$ cat src/rtl/porta_serial_tx.sv
// Memory-mapped 8N1 serial transmitter with an 8-entry transmit FIFO.
// The CPU writes bytes to END_DADOS; END_CTRL clears overflow (bit0) or flushes the FIFO (bit1).
module porta_serial_tx #(
  parameter int unsigned DIV_BAUD  = 16,
  parameter logic [7:0]  END_DADOS = 8'hE0,
  parameter logic [7:0]  END_CTRL  = 8'hE1
) (
  input  logic       clock,
  input  logic       reset,
  input  logic [7:0] endereco,
  input  logic [7:0] dado_in,
  input  logic       write,
  output logic       tx,
  output logic       fifo_cheio,
  output logic       fifo_vazio,
  output logic       ocupado,
  output logic [3:0] nivel,
  output logic       overflow
);

  localparam logic [7:0] BAUD_MAX = 8'(DIV_BAUD - 1);

  typedef enum logic [1:0] {OCIOSO, START, DADOS, STOP} estado_t;

  estado_t    estado, estado_n;
  logic [7:0] baud_cnt, baud_cnt_n;
  logic [2:0] bit_cnt, bit_cnt_n;
  logic [7:0] shift, shift_n;
  logic       tx_n;

  logic [7:0] mem [8];
  logic [2:0] wr_ptr, rd_ptr;
  logic [3:0] count;

  logic push_req, ctrl_wr, flush, pop, push_ok;

  assign push_req = write && (endereco == END_DADOS);
  assign ctrl_wr  = write && (endereco == END_CTRL);
  assign flush    = ctrl_wr && dado_in[1];

  assign fifo_vazio = (count == 4'd0);
  assign fifo_cheio = (count == 4'd8);
  assign nivel      = count;
  assign ocupado    = (estado != OCIOSO);

  // A flush in the same cycle suppresses the pop, so the FSM stays idle.
  assign pop     = (estado == OCIOSO) && !fifo_vazio && !flush;
  assign push_ok = push_req && (!fifo_cheio || pop) && !flush;

  always_ff @(posedge clock) begin
    if (push_ok) mem[wr_ptr] <= dado_in;
  end

  always_ff @(posedge clock or negedge reset) begin
    if (!reset) begin
      wr_ptr   <= '0;
      rd_ptr   <= '0;
      count    <= '0;
      overflow <= 1'b0;
    end else begin
      if (flush) begin
        wr_ptr <= '0;
        rd_ptr <= '0;
        count  <= '0;
      end else begin
        if (push_ok) wr_ptr <= wr_ptr + 3'd1;
        if (pop)     rd_ptr <= rd_ptr + 3'd1;
        count <= count + 4'(push_ok) - 4'(pop);
      end
      if (ctrl_wr && dado_in[0])
        overflow <= 1'b0;
      else if (push_req && !push_ok)
        overflow <= 1'b1;
    end
  end

  always_comb begin
    estado_n   = estado;
    baud_cnt_n = baud_cnt;
    bit_cnt_n  = bit_cnt;
    shift_n    = shift;
    tx_n       = 1'b1;
    case (estado)
      OCIOSO: begin
        if (pop) begin
          shift_n    = mem[rd_ptr];
          bit_cnt_n  = '0;
          baud_cnt_n = '0;
          estado_n   = START;
        end
      end
      START: begin
        tx_n = 1'b0;
        if (baud_cnt == BAUD_MAX) begin
          baud_cnt_n = '0;
          estado_n   = DADOS;
        end else begin
          baud_cnt_n = baud_cnt + 8'd1;
        end
      end
      DADOS: begin
        tx_n = shift[0];
        if (baud_cnt == BAUD_MAX) begin
          baud_cnt_n = '0;
          shift_n    = {1'b0, shift[7:1]};
          bit_cnt_n  = bit_cnt + 3'd1;
          if (bit_cnt == 3'd7) estado_n = STOP;
        end else begin
          baud_cnt_n = baud_cnt + 8'd1;
        end
      end
      STOP: begin
        tx_n = 1'b1;
        if (baud_cnt == BAUD_MAX) begin
          baud_cnt_n = '0;
          estado_n   = OCIOSO;
        end else begin
          baud_cnt_n = baud_cnt + 8'd1;
        end
      end
      default: estado_n = OCIOSO;
    endcase
  end

  // tx is registered from the current state, so the line lags the FSM by one clock.
  always_ff @(posedge clock or negedge reset) begin
    if (!reset) begin
      estado   <= OCIOSO;
      baud_cnt <= '0;
      bit_cnt  <= '0;
      shift    <= '0;
      tx       <= 1'b1;
    end else begin
      estado   <= estado_n;
      baud_cnt <= baud_cnt_n;
      bit_cnt  <= bit_cnt_n;
      shift    <= shift_n;
      tx       <= tx_n;
    end
  end

endmodule

$ cat config.mk
export PLATFORM = sky130hd
export DESIGN_NAME = porta_serial_tx
export DESIGN_NICKNAME = d
export VERILOG_FILES = /design/src/rtl/porta_serial_tx.sv
export SDC_FILE = /design/constraint.sdc
export NUM_CORES = 1
export LEC_CHECK = 0
export ABC_AREA = 1
export BUFFER_PORTS_ARGS = -buffer_cell sky130_fd_sc_hd__buf_2
export CORE_MARGIN = 2
export CORE_UTILIZATION = 40
export CTS_BUF_LIST = sky130_fd_sc_hd__clkbuf_8
export DETAILED_ROUTE_END_ITERATION = 6
export SYNTH_ARGS = -nofsm -noshare
export SYNTH_HDL_FRONTEND = slang
export SYNTH_SLANG_ARGS = --single-unit
$ cat constraint.sdc
create_clock -name clock -period 2.6 [get_ports clock]
set_input_delay 0 -clock clock [delete_from_list [all_inputs] [get_ports clock]]
set_output_delay 0 -clock clock [all_outputs]
set_load 0.01 [all_outputs]
## Yosys cells after proc, flatten, opt, wreduce, memory -nomap -nowiden

Memory sizes are Yosys's and may differ from the RTL's.
Cells that the tools add are included.

- Bits in writable memories: 64
- Input bits: 19
- Memories kept: 1
- Bits in read-only memories: 0
- Output and inout bits: 9
- Latch bits: 0
- Register bits after elaboration: 33

Memories:

| memory | words | bits a word | read ports | clocked after memory_dff | wr ports | line | RTL |
|---|---|---|---|---|---|---|---|
| mem | 8 | 8 | 1 | 0 | 1 | 31 | `logic [7:0] mem [8];` |

- Bitwise gates (word level): 0
- Shifts and indexed selects: 0
- Multiply operators: 0
- $add $sub $neg: 6
- Divide/modulo/power cells: 0
- Equality and inequality tests: 13
- Reduce and logical (&&, ||, !) cells: 24
- Muxes and demuxes: 25
- Magnitude comparators: 0

Operators with widths:

| kind | count |
|---|---|
| 8-bit two-way mux | 4 |
| 8-bit one-hot mux with 2 select lines | 2 |
| 3-bit two-way mux | 6 |
| 8-bit == test (second input constant) | 2 |
| 2-bit two-way mux | 5 |
| 2-bit != test (second input constant) | 5 |
| 2-bit nonzero test | 5 |
| 3-bit by 1-bit adder with 3-bit output (second input constant) | 3 |
| 1-bit logical AND | 9 |
| 8-bit by 1-bit adder with 8-bit output (second input constant) | 1 |
| 8-bit by 4-bit == test with 1-bit output (second input constant) | 1 |
| 2-bit one-hot mux with 4 select lines | 1 |
| 3-bit one-hot mux with 2 select lines | 1 |
| 5-bit AND reduction | 1 |
| 4-bit by 1-bit adder with 4-bit output | 1 |
| 2-bit == test (second input constant) | 2 |
| 4-bit == test (second input constant) | 1 |
| 1-bit logical NOT | 4 |
| 4-bit logical NOT | 1 |
| 1-bit two-way mux | 4 |
| 4-bit two-way mux | 1 |
| 4-bit by 1-bit subtractor with 4-bit output | 1 |
| 3-bit == test (second input constant) | 1 |
| 3-bit AND reduction | 1 |
| 5 further kinds | 5 |

## Longest topological paths before layout

Gate-level depths: netlist of run 1.

- Word-level depth: 12
- Mapped depth: 15
- Depth with buffers taken out: 15

## Worst setup path after synthesis of run 1

Ideal clock, no wire load.

- Kind: register to register
- Start: register estado[0]
- End: register count[2] (netlist: nivel[2])
- Cell stages (with the launch flop): 15
- Buffers on the path: 0
- Required time: 2487 ps
- Path slack: 137 ps
- Data arrival time: 2350 ps
- Cell sequence: dfrtp_1 inv_1 ha_1 inv_2 nor2_4 nand2_4 nand2_2 nand2_1 ha_1 inv_1 ha_1 fa_1 xor2_1 nand2_1 inv_1

- Word-level cells in the longest chain between the ends: 9

Ends and longest elaborated chain:

| what | line | RTL |
|---|---|---|
| start, declared | 25 | `estado_t estado, estado_n;` |
| start signal, assigned | 134 | `estado <= estado_n;` |
| 2-bit logical NOT (*) | 47 | `assign pop = (estado == OCIOSO) && !fifo_vazio && !flush;` |
| 1-bit logical AND (*) (2 in a row) | 47 |  |
| 1-bit logical OR | 48 | `assign push_ok = push_req && (!fifo_cheio \|\| pop) && !flush;` |
| 1-bit logical AND (2 in a row) | 48 |  |
| 4-bit by 1-bit adder with 4-bit output | 68 | `count <= count + 4'(push_ok) - 4'(pop);` |
| 4-bit by 1-bit subtractor with 4-bit output (*) | 68 |  |
| 4-bit two-way mux (*) | 61 | `if (flush) begin` |
| end signal, assigned | 68 |  |
| end, declared | 33 | `logic [3:0] count;` |

Mark *: on every way between the ends. The rest lies on a longest branch, timed or not.
A chain may end at the register's enable or synchronous reset.

## Worst setup path in the final report of run 1

Same ends and word-level chain as after synthesis.

==> metrics.md, run 1 <==
| Metric | Value |
|---|---|
| Int Power | 0.00310 W |
| Final period utilization | 92.9% |
| Mapped Cells | 455 |
| ANT cells | 0 |
| Routed Antenna Nets | 0 |
| Startpoint Class | flip-flop |
| Final Wtd Congestion | 0.812 |
| Io pins | 28 |
| Power per cell area | 1010 mW/mm² |
| Post-synth cell types | 33 |
| Setup TNS | 0 ns |
| Clock Latency Late Sink | 0.39 ns |
| Initial Utilization | 41.3% |
| Final Critical Period | 2.42 ns |
| Vert. Die Dim | 110 µm |
| Post-DP Area | 0.00483 mm² |
| Layout Skew | 0.00984 ns |
| Min-delay worst type | in2reg |
| Post-detail-place hpwl | 6.02 mm |
| Synthesized Nets | 491 |
| CTS root buffer | clkbuf_8 |
| NetSw | 0.00215 W |
| First-pass GRT wire length | 15.8 mm |
| Clock group share of total power | 20.4% |
| CP Max Fanout | 5 |
| CORE AREA | 0.0109 mm² |
| Yosys warns | 0 |
| Hold path cells | 6 |
| GRT Overall Usage | 17.5% |
| Run status | finished, final reports clean |
| Static Leak | 2.29 nW |
| Row cnt | 38 |
| Port Buf Inserts | 27 |
| RSZ-0062 raised after global routing | no |
| # H-tree levels | 3 |
| RR Endpoint | nivel[2]$_DFF_PN0_ |
| Pre-Repair DR Iteration Count | 4 |
| Combinational share of power | 41.5% |
| Die W | 110 µm |
| DR vias/cell | 4.89 |
| Initial antenna violation count | 0 |
| Final hold vios | 0 |
| Top cell type by total area after synthesis | edfxtp_1 |
| Setup Viol. Count Final | 0 |
| VDD IR-drop max | 0.457 mV |
| Maxcap violations | 0 |
| R2r startpoint | estado[0]$_DFFE_PN0P_ |
| Final Cell Area | 0.00518 mm² |
| Die area | 0.0121 mm² |
| Synth Register Bits | 97 |
| Critical Path AT | 2.70 ns |
| Clk sink count | 97 |
| Largest net degree at the start of global routing | 35 |
| HP Start | endereco[2] |
| Seq/Total Area, Yosys | 61.2% |
| Mapped Area | 0.00449 mm² |
| DRC | 0 |
| Worst slew margin | 48.8% |
| Critical Path RT | 2.89 ns |
| Sw Ratio | 40.9% |
| Share of cells above drive strength 1 | 16.5% |
| P&R area growth vs syn | 15.4% |
| Flop2flop setup slack | 0.18 ns |
| Clock tree from TritonCTS | yes |
| Synth area leaders | edfxtp_1 43%, dfrtp_1 18%, nand2_1 13% |
| Syn_area_per_cell | 9.88 µm² |
| Clock Path Buffers | 2 |
| Number of fill cells | 1009 |
| FMAX | 0.414 GHz |
| Sequential group share of total power | 38.1% |
| Number of global-route vias before repair | 3047 |
| CTS buffer count | 9 |
| WL/cell | 14.6 µm |
| Initial DRC count | 228 |
| Detailed-route via count | 3179 |
| Worst-Margin Slew | 0.768 ns |
| Wirelength, routed | 9.48 mm |
| Clock transition at path regs | 0.10 ns |
| FF-to-FF path depth | 14 |
| Final slew viol count | 0 |
| Post-synth top area share | 42.8% |
| Final nets | 541 |
| Grt ovf | 0 |
| Hold EP | wr_ptr[2]$_DFFE_PN0P_ |
| Critical path class | reg2reg |
| Worst setup EP type | flip-flop |
## metal layers
layer	up-vias	track usage, %	part of all wire, %
met3	13	2.88	4.7
met4	0	7.41	2.1
met1	1501	24.5	45
met2	56	26.9	48
met5	-	0	0
li1	1609	-	-
## logic make-up after synthesis
family,Yosys count,synth area share (%)
AO/OA/AOI/OAI,29,3.45
XOR/XNOR,4,0.779
flip-flops,97,61.2
AND/OR/NAND/NOR,257,24.8
adder cells (fa/ha/maj),17,4.90
buffers and inverters,51,4.93
## sequential cells by signal (all words and copies together), names as in the netlist
register,flops
overflow,1
mem,64
rd_ptr,3
shift,8
tx,1
baud_cnt,8
bit_cnt,3
estado,2
wr_ptr,3
nivel,4
## worst max-delay path by stage
stage | from | cells after the start | to | slack (ns)
finish | estado[0]$_DFFE_PN0P_ | 14 | nivel[2]$_DFF_PN0_ | 0.18
global route | estado[0]$_DFFE_PN0P_ | 14 | nivel[2]$_DFF_PN0_ | 0.02
CTS | estado[0]$_DFFE_PN0P_ | 14 | nivel[2]$_DFF_PN0_ | 0.02
detailed placement | estado[0]$_DFFE_PN0P_ | 14 | nivel[2]$_DFF_PN0_ | 0.06
global placement | estado[0]$_DFFE_PN0P_ | 14 | nivel[2]$_DFF_PN0_ | 0.18
floorplan | estado[0]$_DFFE_PN0P_ | 14 | nivel[2]$_DFF_PN0_ | 0.14
## power by group through the flow
| stage | registers, W | clock network, W | logic, W |
|---|---|---|---|
| 4_1_cts | 0.00201 | 0.00109 | 0.00214 |
| 2_1_floorplan | 0.00200 | 0 | 0.00162 |
| 6_report | 0.00200 | 0.00108 | 0.00218 |
| 5_1_grt | 0.00203 | 0.00117 | 0.00254 |
| 3_3_place_gp | 0.00203 | 0 | 0.00206 |
| 3_5_place_dp | 0.00204 | 0 | 0.00211 |
## cell type report
cell class | instances | area, µm² | share of cell area, %
repair buffers | 55 | 370 | 7.14
clock buffers | 9 | 124 | 2.39
flip-flops and latches | 97 | 2750 | 53.0
multi-input cells | 307 | 1540 | 29.8
inverters | 35 | 131 | 2.53
clock inverters | 7 | 91.3 | 1.76
well taps | 140 | 175 | 3.38
## critical path, cell delays in order, from the launching register on
cell     delay (ns)
dfrtp_1        0.44
inv_2          0.12
ha_4           0.15
inv_2          0.05
nor2_4         0.12
nand2_4        0.09
nand2_4        0.09
nand2_2        0.07
ha_1           0.29
inv_1          0.04
ha_1           0.20
fa_1           0.38
xor2_1         0.17
nand2_1        0.07
inv_1          0.04
## synthesized netlist by cell type
cell type	number
dfrtp_1	32
clkbuf_1	2
xor2_1	4
nor3_1	4
nand2_1	152
o22ai_1	3
nand3b_1	1
inv_1	29
nand3_2	1
a21o_1	1
a21oi_1	5
o21ai_1	7
nand2_4	1
buf_6	2
nand3_1	57
edfxtp_1	64
nand2_2	3
nand4_1	4
buf_2	12
nor2_1	25
clkinv_1	1
or2_2	4
fa_1	1
ha_1	16
o21ai_2	1
nor2_4	1
nor4_2	1
o21ai_0	12
and3_1	1
dfstp_2	1
nor2_2	1
nor3_2	1
inv_2	5
## stage by stage
stage               instances  total power [W]  worst slack, ns  hold WS (ns)  util (%)
global route              650          0.00574           0.0179        0.0684      47.6
detailed placement        621          0.00415           0.0577         0.126      44.3
CTS                       647          0.00524           0.0153        0.0169      47.2
global placement          621          0.00409            0.176         0.109      44.3
finish                    650          0.00526            0.184        0.0286      47.6
floorplan                 455          0.00362            0.137        -0.296         -
## placed cells by master (no fill, tap or decap), types with 2 or more instances in the layout
cell type,instances
buf_2,27
clkbuf_8,9
ha_1,15
or2_2,4
nand3_1,57
dlygate4sd3_1,10
edfxtp_1,64
dfrtp_1,32
nand4_1,4
nor2_1,25
nand2_1,151
o21ai_1,7
a21oi_1,5
nor3_1,4
nand2_4,2
inv_1,28
xor2_1,4
inv_8,4
buf_4,18
inv_2,6
nand2_2,3
o22ai_1,3
o21ai_0,12
## what timing repair did
item / CTS / global route
setup buffers: 0 / 3
setup endpoints to repair: 0 / 3
hold endpoints to repair: 97 / 0
hold buffers: 10 / 0
resized for setup: 0 / 5
Note: power is estimated with default switching activity, not from simulation.
==> run 2, diff against run 1 <==
--- a/config.mk
+++ b/config.mk
@@ -7,6 +7,7 @@
 export LEC_CHECK = 0
 export ABC_AREA = 1
 export BUFFER_PORTS_ARGS = -buffer_cell sky130_fd_sc_hd__buf_2
+export CORE_ASPECT_RATIO = 1.1
 export CORE_MARGIN = 2
 export CORE_UTILIZATION = 40
 export CTS_BUF_LIST = sky130_fd_sc_hd__clkbuf_8
==> metrics.md, run 2 (synthesis gave the netlist of run 1 again) <==
| Metric | Value |
|---|---|
| Placed Cells | 629 |
| Routed Antenna Nets | 0 |
| Final slew viol count | 0 |
| Setup Viol. Count Final | 0 |
| Min-delay worst type | in2reg |
| Final Cell Area | 0.00519 mm² |
| Io pins | 28 |
| Die area | 0.0121 mm² |
| Initial Utilization | 41.0% |
| Clk sink count | 97 |
| First-pass GRT wire length | 14.5 mm |
| Initial DRC count | 182 |
| Final Instance Count excl. Fillers | 658 |
| Hold slack | 0.0224 ns |
| Startpoint Class | flip-flop |
| Final Util | 47.3% |
| Final Wtd Congestion | 0.777 |
| Pre-Repair DR Iteration Count | 5 |
| Maxcap violations | 0 |
| Setup TNS | 0 ns |
| Clock tree from TritonCTS | yes |
| Worst slew margin | 48.3% |
| Layout Skew | 0.0104 ns |
| Critical path class | reg2reg |
| P&R area growth vs syn | 15.4% |
| Grt ovf | 0 |
| CTS buffer count | 9 |
| Share of cells above drive strength 1 | 16.2% |
| Post-detail-place hpwl | 5.80 mm |
| GRT Overall Usage | 15.7% |
| Largest net degree at the start of global routing | 35 |
| RSZ-0062 raised after global routing | no |
| Worst-Margin Slew | 0.775 ns |
| Clock transition at path regs | 0.10 ns |
| WL/cell | 13.7 µm |
| VDD IR-drop max | 0.427 mV |
| Critical Path AT | 2.73 ns |
| CTS root buffer | clkbuf_8 |
| Clock Path Buffers | 2 |
| DRC | 0 |
| Wirelength, routed | 8.99 mm |
| Int Power | 0.00308 W |
| Combinational share of power | 42.2% |
| NetSw | 0.00205 W |
| Final period utilization | 94.5% |
| Most flops, register | mem |
| Max reg flops | 64 |
| Initial antenna violation count | 0 |
| Detailed-route via count | 3161 |
| Final hold vios | 0 |
| Run status | finished, final reports clean |
| Static Leak | 2.28 nW |
| Power per cell area | 989 mW/mm² |
| Worst setup EP type | flip-flop |
| # H-tree levels | 3 |
| Largest registers | mem: 64 flops, baud_cnt: 8 flops, shift: 8 flops |
| Sw Ratio | 40.0% |
| Final nets | 542 |
| Vert. Die Dim | 115 µm |
| Number of global-route vias before repair | 2976 |
| FMAX | 0.407 GHz |
| Clock Latency Late Sink | 0.37 ns |
| CORE AREA | 0.0110 mm² |
| Final Critical Period | 2.46 ns |
| DR vias/cell | 4.80 |
| Clock group share of total power | 19.5% |
| Port Buf Inserts | 27 |
| CP Max Fanout | 5 |
| Most common cell after layout, fill and taps aside | nand2_1 |
| Post-DP Area | 0.00484 mm² |
| Critical Path RT | 2.88 ns |
| Row cnt | 40 |
| Most frequent cells in the layout | 151 x nand2_1, 64 x edfxtp_1, 57 x nand3_1, 32 x dfrtp_1, 29 x inv_1 |
| ANT cells | 0 |
| Die W | 105 µm |
| Sequential group share of total power | 38.3% |
## run 2: what timing repair did
item / CTS / global route
hold endpoints to repair: 98 / 0
resized for setup: 0 / 4
hold buffers: 11 / 0
buffers inserted: 0 / 2
setup endpoints to repair: 0 / 2
## run 2: worst paths after layout
kind,startpoint,endpoint,slack [ns],cells after the start
max,estado[1]$_DFFE_PN0P_,nivel[2]$_DFF_PN0_,0.14,14
min,endereco[3],wr_ptr[2]$_DFFE_PN0P_,0.02,6
max reg2reg,estado[1]$_DFFE_PN0P_,nivel[2]$_DFF_PN0_,0.14,14
min reg2reg,shift[4]$_DFFE_PN0P_,shift[4]$_DFFE_PN0P_,0.49,2
max in group asynchronous,reset,wr_ptr[0]$_DFFE_PN0P_,1.87,2
min in group asynchronous,reset,bit_cnt[0]$_DFFE_PN0P_,0.23,2
## run 2: through the flow
stage	worst slack [ns]	total power [W]
6_report	0.142	0.00513
5_1_grt	0.0130	0.00557
4_1_cts	0.0549	0.00517
3_5_place_dp	0.0686	0.00415
3_3_place_gp	0.167	0.00409
2_1_floorplan	0.137	0.00362
## run 2: power by group through the flow
stage / sequential (W) / clock, W / combinational, W
final: 0.00197 / 0.00100 / 0.00216
after global routing: 0.00199 / 0.00108 / 0.00250
after CTS: 0.00197 / 0.00103 / 0.00216
after detailed placement: 0.00200 / 0 / 0.00214
after global placement: 0.00199 / 0 / 0.00210
after floorplan: 0.00200 / 0 / 0.00162
## run 2: per-layer routing
| layer | vias to the layer above | global-route usage (%) | routed length [µm] |
|---|---|---|---|
| met5 | - | 0 | 0 |
| met4 | 0 | 6.67 | 146 |
| met3 | 10 | 2.72 | 270 |
| met2 | 50 | 27.3 | 4640 |
| met1 | 1487 | 19.5 | 3930 |
| li1 | 1614 | - | - |
## run 2: area by class of cell
class,instances,area [µm²]
Fill cell,1035,5770
Sequential cell,97,2750
Multi-Input combinational cell,307,1540
Timing Repair Buffer,56,380
Tap cell,147,184
Inverter,35,131
Clock buffer,9,124
Clock inverter,7,77.6
## run 2: critical path, cell delays in order, from the launching register on
cell and delay (ns):
dfrtp_1 0.42, inv_1 0.12, ha_2 0.20, inv_2 0.05, nor2_4 0.13, nand2_4 0.09, nand2_4 0.09, nand2_2 0.08
ha_1 0.29, inv_1 0.03, ha_1 0.20, fa_1 0.39, xor2_1 0.17, nand2_1 0.06, inv_1 0.04
